==> config.mk <==
export PLATFORM = sky130hd
export DESIGN_NAME = tx_zc_seq_gen
export DESIGN_NICKNAME = d
export VERILOG_FILES = /design/src/rtl/tx_zc_seq_gen.sv
export SDC_FILE = /design/constraint.sdc
export NUM_CORES = 1
export LEC_CHECK = 0
export ABC_AREA = 0
export CAP_MARGIN = 20
export CORE_ASPECT_RATIO = 0.75
export CORE_UTILIZATION = 35
export DETAILED_ROUTE_END_ITERATION = 12
export HOLD_SLACK_MARGIN = 0.08
export PLACE_DENSITY = 0.56
export SYNTH_ARGS = -nofsm -noshare
export SYNTH_HDL_FRONTEND = slang
export SYNTH_SLANG_ARGS = --single-unit
export TNS_END_PERCENT = 30
==> constraint.sdc <==
create_clock -name sys_clk -period 7.5 [get_ports sys_clk]
set_clock_uncertainty 0.15 [all_clocks]
set_input_delay 1.125 -clock sys_clk [delete_from_list [all_inputs] [get_ports sys_clk]]
set_output_delay 1.125 -clock sys_clk [all_outputs]
set_load 0.02 [all_outputs]
==> src/rtl/tx_zc_seq_gen.sv <==
// Streaming low-PAPR ZC-type base sequence generator: table lookup plus cyclic-shift ramp,
// emitted in pi/12 phase units through a small first-word fall-through FIFO.
module tx_zc_seq_gen #(
   parameter int unsigned PHASE_W    = 5,
   parameter int unsigned FIFO_DEPTH = 2,
   parameter int unsigned REP_W      = 4
) (
   input  logic               sys_clk,
   input  logic               rst,
   input  logic               start,
   input  logic [1:0]         len_sel,
   input  logic [4:0]         u,
   input  logic [3:0]         n_cs,
   input  logic [REP_W-1:0]   rep_num,
   output logic               busy,
   output logic               tbl_en,
   output logic [4:0]         tbl_u,
   output logic [4:0]         tbl_n,
   output logic [4:0]         tbl_m_zc,
   input  logic [2:0]         tbl_fine,
   output logic               out_valid,
   input  logic               out_ready,
   output logic [PHASE_W-1:0] out_phase,
   output logic               out_last_sym,
   output logic               out_last,
   output logic               done,
   output logic               err
);

   localparam int unsigned PTR_W = (FIFO_DEPTH > 1) ? $clog2(FIFO_DEPTH) : 1;
   localparam int unsigned CNT_W = $clog2(FIFO_DEPTH + 1);
   localparam int unsigned ENT_W = PHASE_W + 2;

   typedef enum logic [1:0] {StIdle, StRun, StDrain} state_e;

   state_e             state_q, state_d;
   logic [4:0]         u_q, u_d;
   logic [4:0]         ncs2_q, ncs2_d;
   logic [4:0]         len_m1_q, len_m1_d;
   logic [4:0]         m_zc_q, m_zc_d;
   logic [REP_W-1:0]   rep_last_q, rep_last_d;
   logic [REP_W-1:0]   rep_cnt_q, rep_cnt_d;
   logic [4:0]         n_q, n_d;
   logic [4:0]         acc_q, acc_d;
   logic               err_q, err_d;
   logic               pend_q, pend_d;
   logic [4:0]         pend_acc_q, pend_acc_d;
   logic               pend_sym_q, pend_sym_d;
   logic               pend_last_q, pend_last_d;
   logic [ENT_W-1:0]   mem_q [FIFO_DEPTH];
   logic [ENT_W-1:0]   mem_d [FIFO_DEPTH];
   logic [PTR_W-1:0]   wr_ptr_q, wr_ptr_d, rd_ptr_q, rd_ptr_d;
   logic [CNT_W-1:0]   cnt_q, cnt_d;

   logic               pop, push, credit_ok, issue, wrap, last_rep, drained;
   logic [5:0]         acc_sum, merge_sum;
   logic [PHASE_W-1:0] merge_phase;
   logic [ENT_W-1:0]   head;

   always_comb begin
      pop       = (cnt_q != '0) && out_ready;
      push      = pend_q;
      // A pop this cycle frees a slot in time for a lookup issued now, keeping one sample/cycle.
      credit_ok = (32'(cnt_q) + 32'(pend_q)) < (FIFO_DEPTH + 32'(pop));
      issue     = (state_q == StRun) && credit_ok;
      wrap      = (n_q == len_m1_q);
      last_rep  = (rep_cnt_q == rep_last_q);
      drained   = (state_q == StDrain) && (cnt_q == '0) && !pend_q;
      acc_sum   = {1'b0, acc_q} + {1'b0, ncs2_q};
      merge_sum = ({3'b000, tbl_fine} * 6'd3) + {1'b0, pend_acc_q};
      merge_phase = PHASE_W'((merge_sum >= 6'd24) ? (merge_sum - 6'd24) : merge_sum);
      head      = mem_q[rd_ptr_q];
   end

   always_comb begin
      state_d     = state_q;
      u_d         = u_q;
      ncs2_d      = ncs2_q;
      len_m1_d    = len_m1_q;
      m_zc_d      = m_zc_q;
      rep_last_d  = rep_last_q;
      rep_cnt_d   = rep_cnt_q;
      n_d         = n_q;
      acc_d       = acc_q;
      err_d       = 1'b0;
      pend_d      = 1'b0;
      pend_acc_d  = pend_acc_q;
      pend_sym_d  = pend_sym_q;
      pend_last_d = pend_last_q;
      mem_d       = mem_q;
      wr_ptr_d    = wr_ptr_q;
      rd_ptr_d    = rd_ptr_q;
      cnt_d       = cnt_q + CNT_W'(push) - CNT_W'(pop);

      if (start) begin
         if ((state_q != StIdle) || (u > 5'd29) || (n_cs > 4'd11)) begin
            err_d = 1'b1;
         end else begin
            state_d    = StRun;
            u_d        = u;
            ncs2_d     = {n_cs, 1'b0};
            rep_last_d = (rep_num == '0) ? '0 : rep_num - 1'b1;
            rep_cnt_d  = '0;
            n_d        = '0;
            acc_d      = '0;
            case (len_sel)
               2'd0:    begin len_m1_d = 5'd5;  m_zc_d = 5'd6;  end
               2'd1:    begin len_m1_d = 5'd11; m_zc_d = 5'd12; end
               2'd2:    begin len_m1_d = 5'd17; m_zc_d = 5'd16; end
               default: begin len_m1_d = 5'd23; m_zc_d = 5'd24; end
            endcase
         end
      end

      if (issue) begin
         pend_d      = 1'b1;
         pend_acc_d  = acc_q;
         pend_sym_d  = wrap;
         pend_last_d = wrap && last_rep;
         if (wrap) begin
            n_d       = '0;
            acc_d     = '0;
            rep_cnt_d = rep_cnt_q + 1'b1;
            if (last_rep) state_d = StDrain;
         end else begin
            n_d   = n_q + 5'd1;
            acc_d = (acc_sum >= 6'd24) ? 5'(acc_sum - 6'd24) : acc_sum[4:0];
         end
      end

      if (drained) state_d = StIdle;

      if (push) begin
         mem_d[wr_ptr_q] = {pend_last_q, pend_sym_q, merge_phase};
         wr_ptr_d = (wr_ptr_q == PTR_W'(FIFO_DEPTH - 1)) ? '0 : wr_ptr_q + 1'b1;
      end
      if (pop) begin
         rd_ptr_d = (rd_ptr_q == PTR_W'(FIFO_DEPTH - 1)) ? '0 : rd_ptr_q + 1'b1;
      end
   end

   always_ff @(posedge sys_clk or posedge rst) begin
      if (rst) begin
         state_q     <= StIdle;
         u_q         <= '0;
         ncs2_q      <= '0;
         len_m1_q    <= '0;
         m_zc_q      <= '0;
         rep_last_q  <= '0;
         rep_cnt_q   <= '0;
         n_q         <= '0;
         acc_q       <= '0;
         err_q       <= 1'b0;
         pend_q      <= 1'b0;
         pend_acc_q  <= '0;
         pend_sym_q  <= 1'b0;
         pend_last_q <= 1'b0;
         mem_q       <= '{default: '0};
         wr_ptr_q    <= '0;
         rd_ptr_q    <= '0;
         cnt_q       <= '0;
      end else begin
         state_q     <= state_d;
         u_q         <= u_d;
         ncs2_q      <= ncs2_d;
         len_m1_q    <= len_m1_d;
         m_zc_q      <= m_zc_d;
         rep_last_q  <= rep_last_d;
         rep_cnt_q   <= rep_cnt_d;
         n_q         <= n_d;
         acc_q       <= acc_d;
         err_q       <= err_d;
         pend_q      <= pend_d;
         pend_acc_q  <= pend_acc_d;
         pend_sym_q  <= pend_sym_d;
         pend_last_q <= pend_last_d;
         mem_q       <= mem_d;
         wr_ptr_q    <= wr_ptr_d;
         rd_ptr_q    <= rd_ptr_d;
         cnt_q       <= cnt_d;
      end
   end

   assert property (@(posedge sys_clk) disable iff (rst)
      !(push && !pop && (32'(cnt_q) == FIFO_DEPTH)));

   assign busy         = (state_q != StIdle);
   assign tbl_en       = issue;
   assign tbl_u        = u_q;
   assign tbl_n        = n_q;
   assign tbl_m_zc     = m_zc_q;
   assign out_valid    = (cnt_q != '0);
   assign out_phase    = out_valid ? head[PHASE_W-1:0] : '0;
   assign out_last_sym = out_valid && head[PHASE_W];
   assign out_last     = out_valid && head[PHASE_W+1];
   assign done         = drained;
   assign err          = err_q;

endmodule

==> impl_metrics.ini <==
[sta]
tightest_slew_ns = 0.7859
min_period_over_period = 0.6274
fmax_mhz = 212.5
setup_viol = 0
period_minus_slack_ns = 4.705
relSlewSlack = 0.4754
hold_viol = 0
final_max_slew_viol_count = 0
setup_tns_ns = 0
rsz0062_at_grt = false

[placement]
port_buffers = 47
gp_congestion = 0.7159
place_hpwl_um = 4543
dpl-instance-area_mm2 = 0.003840

[finish]
fillCellCount = 884
syn_to_final_growth_pct = 27.00
fin_area_mm2 = 0.004167
drive_gt1_frac = 0.1071
final_nets = 404
num_antenna_cells = 0

[grt]
grt_use_total = 0.1484
grt_pass1_wl_um = 11220
overflow = 0
grt_max_degree = 62
grt_pass1_vias = 2303
antenna_found_initial = 0

[worst_setup_path]
r2r_cells = 8
rr_startpoint = pend_acc_q[2]
worstPathMaxFanout = 15
critPathKind = in -> out
cp-endpoint = tbl_en
cp-end-kind = output pin
crit_start = out_ready
timing.rr.end = mem_q[3]
cp_data_arrival_time_ns = 3.43
start_kind = input port
cp.required_ns = 6.22
ff2ff_setup_slack_ns = 4.81

[pwr]
comb_power_share = 0.460
clkPwrFrac = 0.230
p_sw_uw = 733.3
power.internal_uw = 1207
switching_share = 0.3780
p_per_area_mw_per_mm2 = 465.6
leakagePower_uw = 0.001950
ir_drop_v = 0.0001838
seqPwrFrac = 0.310
p_total_uw = 1940

[floorplan]
io-pin-count = 49
dieArea_mm2 = 0.009769
fp-row-count = 30
die_h_um = 85.85
core-area_mm2 = 0.009084
start_util = 0.3612
die_x_um = 113.8

[synth]
synth_common_cells = 61 x dfrtp_1, 32 x nand2_1, 22 x inv_1, 22 x o21ai_0, 20 x nor2_1
synth_area_mm2 = 0.003281
ys_ff_latch = 61
ys.flop_type = dfrtp_1
synth-seq-area-share = 0.4653
syn_area_per_cell_um2 = 10.48
ys_top_cells_by_area = dfrtp_1 47%, ha_1 7.2%, mux2_4 3.7%, nand2_1 3.7%, xnor2_1 3.5%
synth_top_area_cell = dfrtp_1
async_flop_share = 1.000
synth-edff-count = 0
ys_warn_count = 0
synthDistinctLibCells = 48
synth.most_common_cell = dfrtp_1
synthCells = 313
synth_top_area_frac = 0.4653

[outcome]
outcome = complete, no violations

[clock_tree]
hold_buffers = 0
cts_buffer_depth = 2
clk_pin_slew_ns = 0.05
cts_root_buffer = clkbuf_16
cts_sinks = 61
post-cts-setup-buffers = 0
cts_tree = built
cts_max_level = 3
clock_latency_ns = 0.32
cts_resized = 0
cts_buffers = 9

[drt]
drt_pre_antenna_iters = 4
postRouteAntennaNets = 0
vias_per_cell = 4.689
vias = 2307
drt_iter0_drc = 117
wl_per_cell_um = 13.11
routed_wl_um = 6448
drc_errors = 0

[flow_run]
drv_cap = 0

[hold_path]
min_path_type = reg -> reg
## flip-flops by register name, indices dropped and copies added, names as in the netlist, 3 cells and up
register	cells
tbl_u	5
tbl_m_zc	3
mem_q	14
pend_acc_q	4
rep_cnt_q	4
tbl_n	5
ncs2_q	4
acc_q	4
rep_last_q	4
len_m1_q	4
## per-layer routing
metal  track usage  share of wire  up-vias
met3       0.05795          0.053        5
li1              -              -     1166
met1        0.2014           0.51     1080
met5             0              0        -
met4       0.03542         0.0045        0
met2        0.2234           0.43       56
## cell usage in the layout (no fill, tap or decap), types with 3 or more instances in the layout
cell and n:
o21ai_0 22, nor3_1 5, ha_1 19, nand2_1 32
nand2b_1 5, clkbuf_16 9, clkdlybuf4s50_1 47, nor2_1 20
o31ai_1 3, xor2_1 4, fa_1 4, inv_1 21
dfrtp_1 61, mux2i_1 11, xnor2_1 13, a31oi_1 7
nand4_1 3, a22o_1 3, a21oi_1 12, a21o_1 4
nand3_1 5, nor2b_1 3, mux2_2 8, mux2_4 8
## area by class of cell
class / instances / area [um2] / area share
multi-input combinational: 217 / 1593 / 0.3823
sequential: 61 / 1526 / 0.3664
timing repair buffer: 48 / 478.0 / 0.1147
clock buffer: 12 / 256.5 / 0.06156
tap: 128 / 160.2 / 0.03844
inverter: 22 / 82.58 / 0.01982
clock inverter: 4 / 70.07 / 0.01682
## logic make-up after synthesis
| family | synth area share |
|---|---|
| and+or+nand+nor | 0.1190 |
| AOI/OAI and AO/OA | 0.1243 |
| DFF | 0.4653 |
| buffers and inverters | 0.05034 |
| muxes | 0.09764 |
| adders and majority gates | 0.09687 |
| xor gates and xnor gates | 0.04538 |
| other | 0.001143 |
## worst min-delay path by stage
stage	startpoint	end	slack, ns	cells past startpoint
after global placement	mem_q[1]	mem_q[1]	0.31	2
final	tbl_m_zc[2]	tbl_m_zc[2]	0.33	2
after floorplan	mem_q[10]	mem_q[10]	0.30	2
after CTS	tbl_m_zc[2]	tbl_m_zc[2]	0.33	2
after detailed placement	tbl_m_zc[2]	tbl_m_zc[2]	0.32	2
after global routing	tbl_m_zc[2]	tbl_m_zc[2]	0.36	2
## stage by stage
stage          std cells    util  hold WS, ns  setup slack [ns]
2_1_floorplan        314       -       0.2992             4.208
5_1_grt              492  0.4587       0.3564             2.555
4_1_cts              492  0.4587       0.3319             2.775
3_5_place_dp         476  0.4227       0.3198             2.781
6_report             492  0.4587       0.3272             2.795
3_3_place_gp         476  0.4227       0.3118             2.850
## power by group through the flow
stage	combinational (uW)	sequential, uW	clock [uW]
2_1_floorplan	633	599	0
3_3_place_gp	879	602	0
3_5_place_dp	898	605	0
4_1_cts	902	602	459
5_1_grt	1000	623	475
6_report	892	601	447
## worst max-delay path: stages
cell,delay [ns]
clkdlybuf4s50_1,0.46
o21ai_1,0.11
o21ai_0,0.17
nand3_1,0.41
inv_1,0.47
clkdlybuf4s50_1,0.69
No activity file was read; power rests on OpenSTA's default activity.
